### config.mk
export PLATFORM = sky130hd
export DESIGN_NAME = uart_tx_arbiter_flat
export DESIGN_NICKNAME = d
export VERILOG_FILES = /design/src/rtl/uart_pkg.sv /design/src/rtl/uart_tx_arbiter_if.sv /design/src/rtl/uart_tx_arbiter_rr_priority_pick.sv /design/src/rtl/uart_tx_arbiter.sv /design/src/flat_wrapper.sv
export SDC_FILE = /design/constraint.sdc
export NUM_CORES = 1
export LEC_CHECK = 0
export CORE_MARGIN = 2
export CORE_UTILIZATION = 40
export CTS_CLUSTER_SIZE = 40
export DETAILED_ROUTE_END_ITERATION = 8
export PLACE_DENSITY_LB_ADDON = 0.2
export SYNTH_ARGS = -nofsm -noshare
export SYNTH_HDL_FRONTEND = slang
export SYNTH_HIERARCHICAL = 1
export SYNTH_SLANG_ARGS = --single-unit
### constraint.sdc
create_clock -name clk -period 3.2 [get_ports clk]
set_clock_uncertainty 0.15 [all_clocks]
set_input_delay 0.32 -clock clk [delete_from_list [all_inputs] [get_ports clk]]
set_output_delay 0.32 -clock clk [all_outputs]
set_load 0.05 [all_outputs]
### src/rtl/uart_pkg.sv
// ---------------------------------------------------------------------------
// uart_pkg
// Shared types and constants for the UART transmit path.
//   arb_state_t  : sequencer states of uart_tx_arbiter
//   UART_DATA_W  : byte width expected by uart_tx
//   rr_wrap_inc  : modulo-n increment used for round-robin pointer updates
// ---------------------------------------------------------------------------
package uart_pkg;

    localparam int UART_DATA_W = 8;

    typedef enum logic [1:0] {
        ARB_IDLE      = 2'd0,
        ARB_ISSUE     = 2'd1,
        ARB_WAIT_BUSY = 2'd2,
        ARB_WAIT_DONE = 2'd3
    } arb_state_t;

    // (idx + 1) mod n without a divider; correct for non-power-of-2 n.
    function automatic int rr_wrap_inc(input int idx, input int n);
        return (idx + 1 >= n) ? 0 : idx + 1;
    endfunction

endpackage

### src/rtl/uart_tx_arbiter_if.sv
// ---------------------------------------------------------------------------
// uart_tx_arbiter_if
// Requester-side handshake bundle of uart_tx_arbiter.
//   req_valid [NUM_REQ]        : requester i has a byte pending
//   req_data  [NUM_REQ*DATA_W] : byte of requester i in [i*DATA_W +: DATA_W]
//   req_ready [NUM_REQ]        : one-hot accept strobe from the arbiter
// Modports:
//   master : byte producers (drive valid/data, observe ready)
//   slave  : the arbiter    (observe valid/data, drive ready)
// ---------------------------------------------------------------------------
interface uart_tx_arbiter_if #(
    parameter int NUM_REQ = 4,
    parameter int DATA_W  = uart_pkg::UART_DATA_W
);
    import uart_pkg::*;

    logic [NUM_REQ-1:0]        req_valid;
    logic [NUM_REQ*DATA_W-1:0] req_data;
    logic [NUM_REQ-1:0]        req_ready;

    modport master (
        output req_valid,
        output req_data,
        input  req_ready
    );

    modport slave (
        input  req_valid,
        input  req_data,
        output req_ready
    );

endinterface

### src/rtl/uart_tx_arbiter_rr_priority_pick.sv
// ---------------------------------------------------------------------------
// rr_priority_pick
// Purely combinational round-robin pick: returns the first set bit of req
// when scanning rr_ptr, rr_ptr+1, ... modulo NUM_REQ.
// Ports:
//   req    in  [NUM_REQ] : request vector
//   rr_ptr in  [PTR_W]   : highest-priority index (must be < NUM_REQ)
//   winner out [PTR_W]   : selected index (0 when nothing is requested)
//   found  out 1         : at least one request bit was set
// ---------------------------------------------------------------------------
module rr_priority_pick
    import uart_pkg::*;
#(
    parameter int NUM_REQ = 4,
    parameter int PTR_W   = $clog2(NUM_REQ)
) (
    input  logic [NUM_REQ-1:0] req,
    input  logic [PTR_W-1:0]   rr_ptr,
    output logic [PTR_W-1:0]   winner,
    output logic               found
);

    // cand_idx[k] is the requester examined at scan offset k from rr_ptr.
    logic [PTR_W-1:0] cand_idx [NUM_REQ];
    logic [NUM_REQ-1:0] cand_hit;

    generate
        for (genvar gi = 0; gi < NUM_REQ; gi++) begin : g_cand
            logic [PTR_W:0] sum;
            // One extra bit so rr_ptr + offset cannot overflow before the wrap.
            assign sum = {1'b0, rr_ptr} + (PTR_W+1)'(gi);
            assign cand_idx[gi] = (sum >= (PTR_W+1)'(NUM_REQ))
                                ? PTR_W'(sum - (PTR_W+1)'(NUM_REQ))
                                : sum[PTR_W-1:0];
            assign cand_hit[gi] = req[cand_idx[gi]];
        end
    endgenerate

    // Scan from the far end so the smallest offset is written last and wins.
    always_comb begin
        winner = '0;
        found  = 1'b0;
        for (int k = NUM_REQ - 1; k >= 0; k--) begin
            if (cand_hit[k]) begin
                winner = cand_idx[k];
                found  = 1'b1;
            end
        end
    end

endmodule

### src/rtl/uart_tx_arbiter.sv
// ---------------------------------------------------------------------------
// uart_tx_arbiter
// Round-robin arbiter/sequencer sharing one uart_tx among NUM_REQ producers.
// Accepts one byte per grant, holds it on tx_data, pulses tx_start for one
// cycle, then follows tx_busy until the frame completes before rotating.
// Ports:
//   clk         in   system clock
//   rst_n       in   synchronous active-low reset
//   req_if      slave requester handshake (req_valid/req_data/req_ready)
//   tx_start    out  single-cycle start pulse to uart_tx
//   tx_data     out  byte to uart_tx, stable from accept until back in idle
//   tx_busy     in   busy flag from uart_tx
//   grant_id    out  index of the requester owning the transmitter
//   active      out  high whenever the sequencer is not idle
//   err_timeout out  one-cycle pulse when tx_busy never acknowledged a start
// ---------------------------------------------------------------------------
module uart_tx_arbiter
    import uart_pkg::*;
#(
    parameter int NUM_REQ       = 4,
    parameter int DATA_W        = UART_DATA_W,
    parameter int START_TIMEOUT = 15
) (
    input  logic                       clk,
    input  logic                       rst_n,
    uart_tx_arbiter_if.slave           req_if,
    output logic                       tx_start,
    output logic [DATA_W-1:0]          tx_data,
    input  logic                       tx_busy,
    output logic [$clog2(NUM_REQ)-1:0] grant_id,
    output logic                       active,
    output logic                       err_timeout
);

    localparam int PTR_W = $clog2(NUM_REQ);
    localparam int CNT_W = $clog2(START_TIMEOUT + 1);

    arb_state_t        state_reg,       state_next;
    logic [PTR_W-1:0]  rr_ptr_reg,      rr_ptr_next;
    logic [PTR_W-1:0]  grant_id_reg,    grant_id_next;
    logic [DATA_W-1:0] tx_data_reg,     tx_data_next;
    logic [CNT_W-1:0]  cnt_reg,         cnt_next;
    logic              err_timeout_reg, err_timeout_next;

    logic [PTR_W-1:0]   winner;
    logic               found;
    logic               grant_ok;
    logic [NUM_REQ-1:0] req_ready_vec;
    logic [DATA_W-1:0]  req_bytes [NUM_REQ];
    logic [PTR_W-1:0]   ptr_after_grant;

    rr_priority_pick #(
        .NUM_REQ (NUM_REQ),
        .PTR_W   (PTR_W)
    ) u_pick (
        .req    (req_if.req_valid),
        .rr_ptr (rr_ptr_reg),
        .winner (winner),
        .found  (found)
    );

    // A grant is only offered while idle with the transmitter free; rst_n
    // gates it so no handshake can complete while reset is being held.
    assign grant_ok = rst_n && (state_reg == ARB_IDLE) && !tx_busy && found;

    generate
        for (genvar gi = 0; gi < NUM_REQ; gi++) begin : g_req
            assign req_bytes[gi]     = req_if.req_data[gi*DATA_W +: DATA_W];
            assign req_ready_vec[gi] = grant_ok && (winner == PTR_W'(gi));
        end
    endgenerate

    assign req_if.req_ready = req_ready_vec;

    // Priority always moves to the requester after the one just served,
    // whether its frame completed or timed out.
    assign ptr_after_grant = PTR_W'(rr_wrap_inc(int'(grant_id_reg), NUM_REQ));

    always_ff @(posedge clk) begin
        if (!rst_n) begin
            state_reg       <= ARB_IDLE;
            rr_ptr_reg      <= '0;
            grant_id_reg    <= '0;
            tx_data_reg     <= '0;
            cnt_reg         <= '0;
            err_timeout_reg <= 1'b0;
        end else begin
            state_reg       <= state_next;
            rr_ptr_reg      <= rr_ptr_next;
            grant_id_reg    <= grant_id_next;
            tx_data_reg     <= tx_data_next;
            cnt_reg         <= cnt_next;
            err_timeout_reg <= err_timeout_next;
        end
    end

    always_comb begin
        state_next       = state_reg;
        rr_ptr_next      = rr_ptr_reg;
        grant_id_next    = grant_id_reg;
        tx_data_next     = tx_data_reg;
        cnt_next         = cnt_reg;
        err_timeout_next = 1'b0;

        unique case (state_reg)
            ARB_IDLE: begin
                if (grant_ok) begin
                    tx_data_next  = req_bytes[winner];
                    grant_id_next = winner;
                    state_next    = ARB_ISSUE;
                end
            end

            ARB_ISSUE: begin
                cnt_next   = '0;
                state_next = ARB_WAIT_BUSY;
            end

            ARB_WAIT_BUSY: begin
                if (tx_busy) begin
                    state_next = ARB_WAIT_DONE;
                end else begin
                    cnt_next = cnt_reg + CNT_W'(1);
                    // The increment about to land on START_TIMEOUT ends the wait.
                    if (cnt_reg == CNT_W'(START_TIMEOUT - 1)) begin
                        err_timeout_next = 1'b1;
                        rr_ptr_next      = ptr_after_grant;
                        state_next       = ARB_IDLE;
                    end
                end
            end

            ARB_WAIT_DONE: begin
                if (!tx_busy) begin
                    rr_ptr_next = ptr_after_grant;
                    state_next  = ARB_IDLE;
                end
            end

            default: state_next = ARB_IDLE;
        endcase
    end

    // tx_start is a pure state decode, so it can only ever appear in ARB_ISSUE.
    assign tx_start    = (state_reg == ARB_ISSUE);
    assign tx_data     = tx_data_reg;
    assign grant_id    = grant_id_reg;
    assign active      = (state_reg != ARB_IDLE);
    assign err_timeout = err_timeout_reg;

endmodule
### src/flat_wrapper.sv
// flat-port wrapper written by rule: the top's interface ports become plain ports
module uart_tx_arbiter_flat import uart_pkg::*;
#(
    parameter int NUM_REQ       = 4,
    parameter int DATA_W        = UART_DATA_W,
    parameter int START_TIMEOUT = 15
)
  (clk, rst_n, tx_start, tx_data, tx_busy, grant_id, active, err_timeout, req_if_req_valid, req_if_req_data, req_if_req_ready);
  uart_tx_arbiter_if #(.NUM_REQ(NUM_REQ), .DATA_W(DATA_W)) req_if_i ();
  input  logic clk;
  input  logic rst_n;
  output logic tx_start;
  output logic [DATA_W-1:0] tx_data;
  input  logic tx_busy;
  output logic [$clog2(NUM_REQ)-1:0] grant_id;
  output logic active;
  output logic err_timeout;
  input wire logic [$bits(req_if_i.req_valid)-1:0] req_if_req_valid;
  input wire logic [$bits(req_if_i.req_data)-1:0] req_if_req_data;
  output wire logic [$bits(req_if_i.req_ready)-1:0] req_if_req_ready;
  assign req_if_i.req_valid = req_if_req_valid;
  assign req_if_i.req_data = req_if_req_data;
  assign req_if_req_ready = req_if_i.req_ready;
  uart_tx_arbiter #(.NUM_REQ(NUM_REQ), .DATA_W(DATA_W), .START_TIMEOUT(START_TIMEOUT)) u_core (.clk(clk), .rst_n(rst_n), .req_if(req_if_i), .tx_start(tx_start), .tx_data(tx_data), .tx_busy(tx_busy), .grant_id(grant_id), .active(active), .err_timeout(err_timeout));
endmodule
After elaboration in Yosys (flattened, before gate mapping)
Index checks and enable logic that the tools add are counted.
{ "totals": {"reg_bits": 19, "inputBits": 39} }
{ "classes": {"n_addsub": 9, "order_cmp": 10, "n_eq_ne": 12, "muxes": 36, "n_bitwise": 3, "n_reduce_logical": 18} }
{ "op_table": {"columns": ["operator", "n"], "rows": [
  ["$mux W2", 16],
  ["$bmux W8 S2", 1],
  ["$mux W8", 2],
  ["$ge A3 B3 Y1 const B", 5],
  ["$lt A2 B3 Y1 const B", 4],
  ["$mux W1", 9],
  ["$bmux W1 S2", 4],
  ["$eq A2 B2 Y1 const B", 4],
  ["$pmux W2 S4", 1],
  ["$pmux W4 S2", 1],
  ["$sub A2 B1 Y2 const B", 4],
  ["$logic_and A1 B1 Y1", 7],
  ["$add A2 B1 Y3 const B", 2],
  ["$add A2 B2 Y3 const B", 2],
  ["$reduce_bool A2 Y1", 3],
  ["$add A4 B1 Y4 const B", 1],
  ["$eq A2 B1 Y1 const B", 2],
  ["$eq A4 B4 Y1 const B", 1],
  ["$logic_not A2 Y1", 2],
  ["$mux W4", 1],
  ["$ne A2 B1 Y1 const B", 2],
  ["$ne A2 B2 Y1 const B", 2],
  ["$pmux W2 S2", 1],
  ["$reduce_and A2 Y1", 2],
  ["other kinds (8)", 9]
]} }

Logic depth before layout (Yosys ltp)
{ "logic_depth": {"word_depth": 13, "depth_mapped": 7} }

Hierarchy
Netlist, hierarchy kept.
{ "modules_own_cells": {"columns": ["module", "n_inst", "cells_per_inst", "area_each_um2", "seq_area_each_um2"], "rows": [
  ["uart_tx_arbiter", 1, 98, 1077.3, 380.4],
  ["rr_priority_pick", 1, 13, 77.6, 0.0]
]} }

Least setup slack after synthesis
No wires, ideal clock.
{ "synth_path": {"path_kind": "reg-to-output", "start": "reg u_core.state_reg[0]", "end": "out req_if_req_ready[0]", "arrival_time_ps": 2086, "required_ps": 2730, "path_slack_ps": 644, "path_stages_with_launch": 5, "n_path_buf": 1, "cell_sequence": "dfxtp_1 > nor4b_2 > buf_2 > nand2_4 > nor3_1"} }
{ "synth_via": {"elab_chain_cells": 5} }
{ "synth_lines": {"columns": ["item", "line_no", "rtl"], "rows": [
  ["start, declared", "uart_tx_arbiter.sv:38", "arb_state_t state_reg, state_next;"],
  ["start signal, assigned", "uart_tx_arbiter.sv:88", "state_reg <= state_next;"],
  ["$logic_not A2 Y1", "uart_tx_arbiter.sv:64", "assign grant_ok = rst_n && (state_reg == ARB_IDLE) && !tx_busy && found;"],
  ["$logic_and A1 B1 Y1 (3 in series)", "uart_tx_arbiter.sv:64", null],
  ["$logic_and A1 B1 Y1", "uart_tx_arbiter.sv:69", "assign req_ready_vec[gi] = grant_ok && (winner == PTR_W'(gi));"],
  ["end, declared", "flat_wrapper.sv:20", "output wire logic [$bits(req_if_i.req_ready)-1:0] req_if_req_ready;"]
]} }
No other way between the ends.

Worst setup path in the final report
{ "layout_path": {"start": "in req_if_req_valid[1]", "end": "out req_if_req_ready[3]"} }
{ "layout_via": {"elab_chain_cells": 8, "word_cells_on_any_way": 19, "classes_between": "eq/ne: 1; mux: 16; reduce/logical: 2"} }
{ "layout_lines": {"columns": ["item", "line_no", "rtl"], "rows": [
  ["start, declared", "flat_wrapper.sv:18", "input wire logic [$bits(req_if_i.req_valid)-1:0] req_if_req_valid;"],
  ["$bmux W1 S2", "uart_tx_arbiter_rr_priority_pick.sv:35", "assign cand_hit[gi] = req[cand_idx[gi]];"],
  ["$mux W1 (implied by the code)", "uart_tx_arbiter_rr_priority_pick.sv:35", null],
  ["$mux W2 (3 in series)", "uart_tx_arbiter_rr_priority_pick.sv:44", "if (cand_hit[k]) begin"],
  ["$mux W2 *", "uart_tx_arbiter_rr_priority_pick.sv:44", null],
  ["named net u_core.winner[1]", "uart_tx_arbiter.sv:45", "logic [PTR_W-1:0] winner;"],
  ["$eq A2 B2 Y1 *", "uart_tx_arbiter.sv:69", null],
  ["$logic_and A1 B1 Y1 *", "uart_tx_arbiter.sv:69", null]
]} }
Mark *: on every way through the listed nets, which the timed path passes. The rest lies on a longest branch. The select of a mux whose other input is x is not followed.

==> flow_summary.toml <==
[global_route]
antenna_found_initial = 0
grt_pass1_wl_um = 4770
grt_use_total = 0.186
first_global_vias = 1101
globalRoute.totalOverflow = 0
grt_max_degree = 23

[drt]
vias = 1081
drt_iter0_markers = 25
totalWireLength_um = 2790
via_per_inst = 5.46
final_antenna_net_count = 0
firstDrtPassIters = 4
drc_errors = 0
wl_per_cell_um = 14.1

[worst_setup_path]
slowest_delay_ns = 0.63
crit_type = "input port to primary output"
path_cells = "clkdlybuf4s50_1, nor3b_1, a211oi_1, nor2_1, and3_1, and2_2, buf_12"
cp_max_fo = 11
worst_ep_required_time_ns = 2.73
slowest_stage = "nor2_1"
critPathLaunchType = "input port"
cp-end-kind = "primary output"
crit_arrival_ns = 2.32

[layout]
post-route-cell-area_sq_mm = 0.00180
nets = 210
area_delta_synth_final_pct = 55.9
drive_gt1_frac = 0.144
fin_cells = 198
fillers = 236
antenna_cells = 0
largest_reg_flops = 8

[place]
place_inst = 194
dpl_cell_area_sq_mm = 0.00177
io_buffers = 55
place.gp.congestion = 0.701
hpwl_um = 2270

[clock_tree]
cts_hold_buf = 0
cts_buffer_depth = 2
clk_latency_ns = 0.29
h-tree-depth = 1
cts_buffers = 3
cts_resized = 0
cts_root_buf = "clkbuf_4"
clock-sinks = 19
clk_pin_slew_ns = 0.10
postCtsSetupRepairBufs = 0
cts_tree = "built"

[synth]
syn_inst = 111
yosysTopAreaCellShare = 0.329
synth_most_common_cell = "dfxtp_1"
netlist_area_sq_mm = 0.00115
synth-seq-cells = 19
synth_common_cells = "dfxtp_1, and3_1, a31o_1"
async_reset_ff_frac = 0
synth_edf_count = 0
avgSynthCellArea_sq_um = 10.4
ys_seq_area_frac = 0.329
synthFlopType = "dfxtp_1"
ys.warnings.count = 6
synth_nets = 153
synthTopCellsByArea = "dfxtp_1, mux4_2, and3_1, mux4_1, a31o_1"
synth_top_cell_by_area = "dfxtp_1"
synth_cell_types = 39

[floorplanning]
die_width_um = 57.7
die_area_sq_mm = 0.00333
num_rows = 19
ioPinCount = 56
die_y_um = 57.7
initial_core_util = 0.419
core-area_sq_mm = 0.00276

[status]
status = "complete, no violations"

[timing]
tns_ns = 0
max_slew.worst_pin.slew_ns = 0.811
timing.fmax_ghz = 0.358
fin_crit_ns = 2.79
finalSetupViolCount = 0
fin_crit_sh = 0.873
maxSlewViolCount = 0
hold_violations = 0
rsz0062_at_grt = "no"
slew_headroom = 0.457

[power_and_ir_drop]
powerDensity_mw_per_mm2 = 334
power.total_mw = 0.601
leakage_nw = 0.733
ir_drop_mv = 0.268

[job]
maxCapViolations = 0

[min_path]
hp-class = "flip-flop to flip-flop"
placed cells by master, fill, tap and decap left out, drive strengths merged, types with 3 or more instances in the layout:
cell type	count
mux2i	3
a21boi	3
clkdlybuf4s50	51
nand2b	4
ha	3
buf	7
nor3b	3
nand2	6
mux4	8
and3	14
o21a	4
a31o	8
nor2	7
clkbuf	4
dfxtp	19
metrics by stage:
step / utilization / worst slack (ns) / hold slack (ns)
global route: 0.653 / 0.299 / 0.348
detailed placement: 0.643 / 0.422 / 0.313
floorplan: - / 0.644 / 0.293
CTS: 0.653 / 0.422 / 0.339
global placement: 0.643 / 0.515 / 0.310
finish: 0.653 / 0.407 / 0.332
path summary, 6_finish.rpt:
path / start / end / slack (ns) / cells after the start
max reg2reg: u_core/rr_ptr_reg[0] / u_core/tx_data[2] / 0.82 / 6
min: u_core/tx_data[5] / u_core/tx_data[5] / 0.33 / 1
min reg2reg: u_core/tx_data[5] / u_core/tx_data[5] / 0.33 / 1
max: req_if_req_valid[1] / req_if_req_ready[3] / 0.41 / 7
cell families (layout without fill, tap and decap cells):
group | count (synthesis) | in the layout | synth area share
DFF | 19 | 19 | 0.329
AOI/OAI and AO/OA | 21 | 21 | 0.142
buffers and inverters | 8 | 64 | 0.0347
and+or+nand+nor | 48 | 48 | 0.262
adders and majority gates | 3 | 3 | 0.0325
muxes | 11 | 11 | 0.192
xor gates and xnor gates | 1 | 1 | 0.00759
layout make-up:
cell class | count | area [sq um] | share of cell area
clock buffers | 4 | 26.3 | 0.0146
inverters | 2 | 7.51 | 0.00417
multi-input cells | 84 | 734 | 0.408
flip-flops and latches | 19 | 380 | 0.211
well taps | 31 | 38.8 | 0.0215
repair buffers | 58 | 613 | 0.341
worst max-delay path, delay by kind of cell:
| kind | cells | cell delay (ns) |
|---|---|---|
| compound gates | 1 | 0.08 |
| buf+inv | 2 | 0.58 |
| simple gates | 4 | 1.34 |
power breakdown:
group	total [mW]	switching [mW]	internal, mW
Sequential	0.262	0.0114	0.251
Combinational	0.218	0.107	0.111
Clock	0.120	0.0719	0.0485
Total	0.601	0.190	0.411
metal layers:
metal  track usage  up-vias  routed length (um)
met4        0.0731        0                  15
met2         0.334       37                1450
met5             0        -                   0
li1              -      538                   -
met3        0.0491        2                 200
met1         0.208      504                1120
No activity file was read; power rests on OpenSTA's default activity.
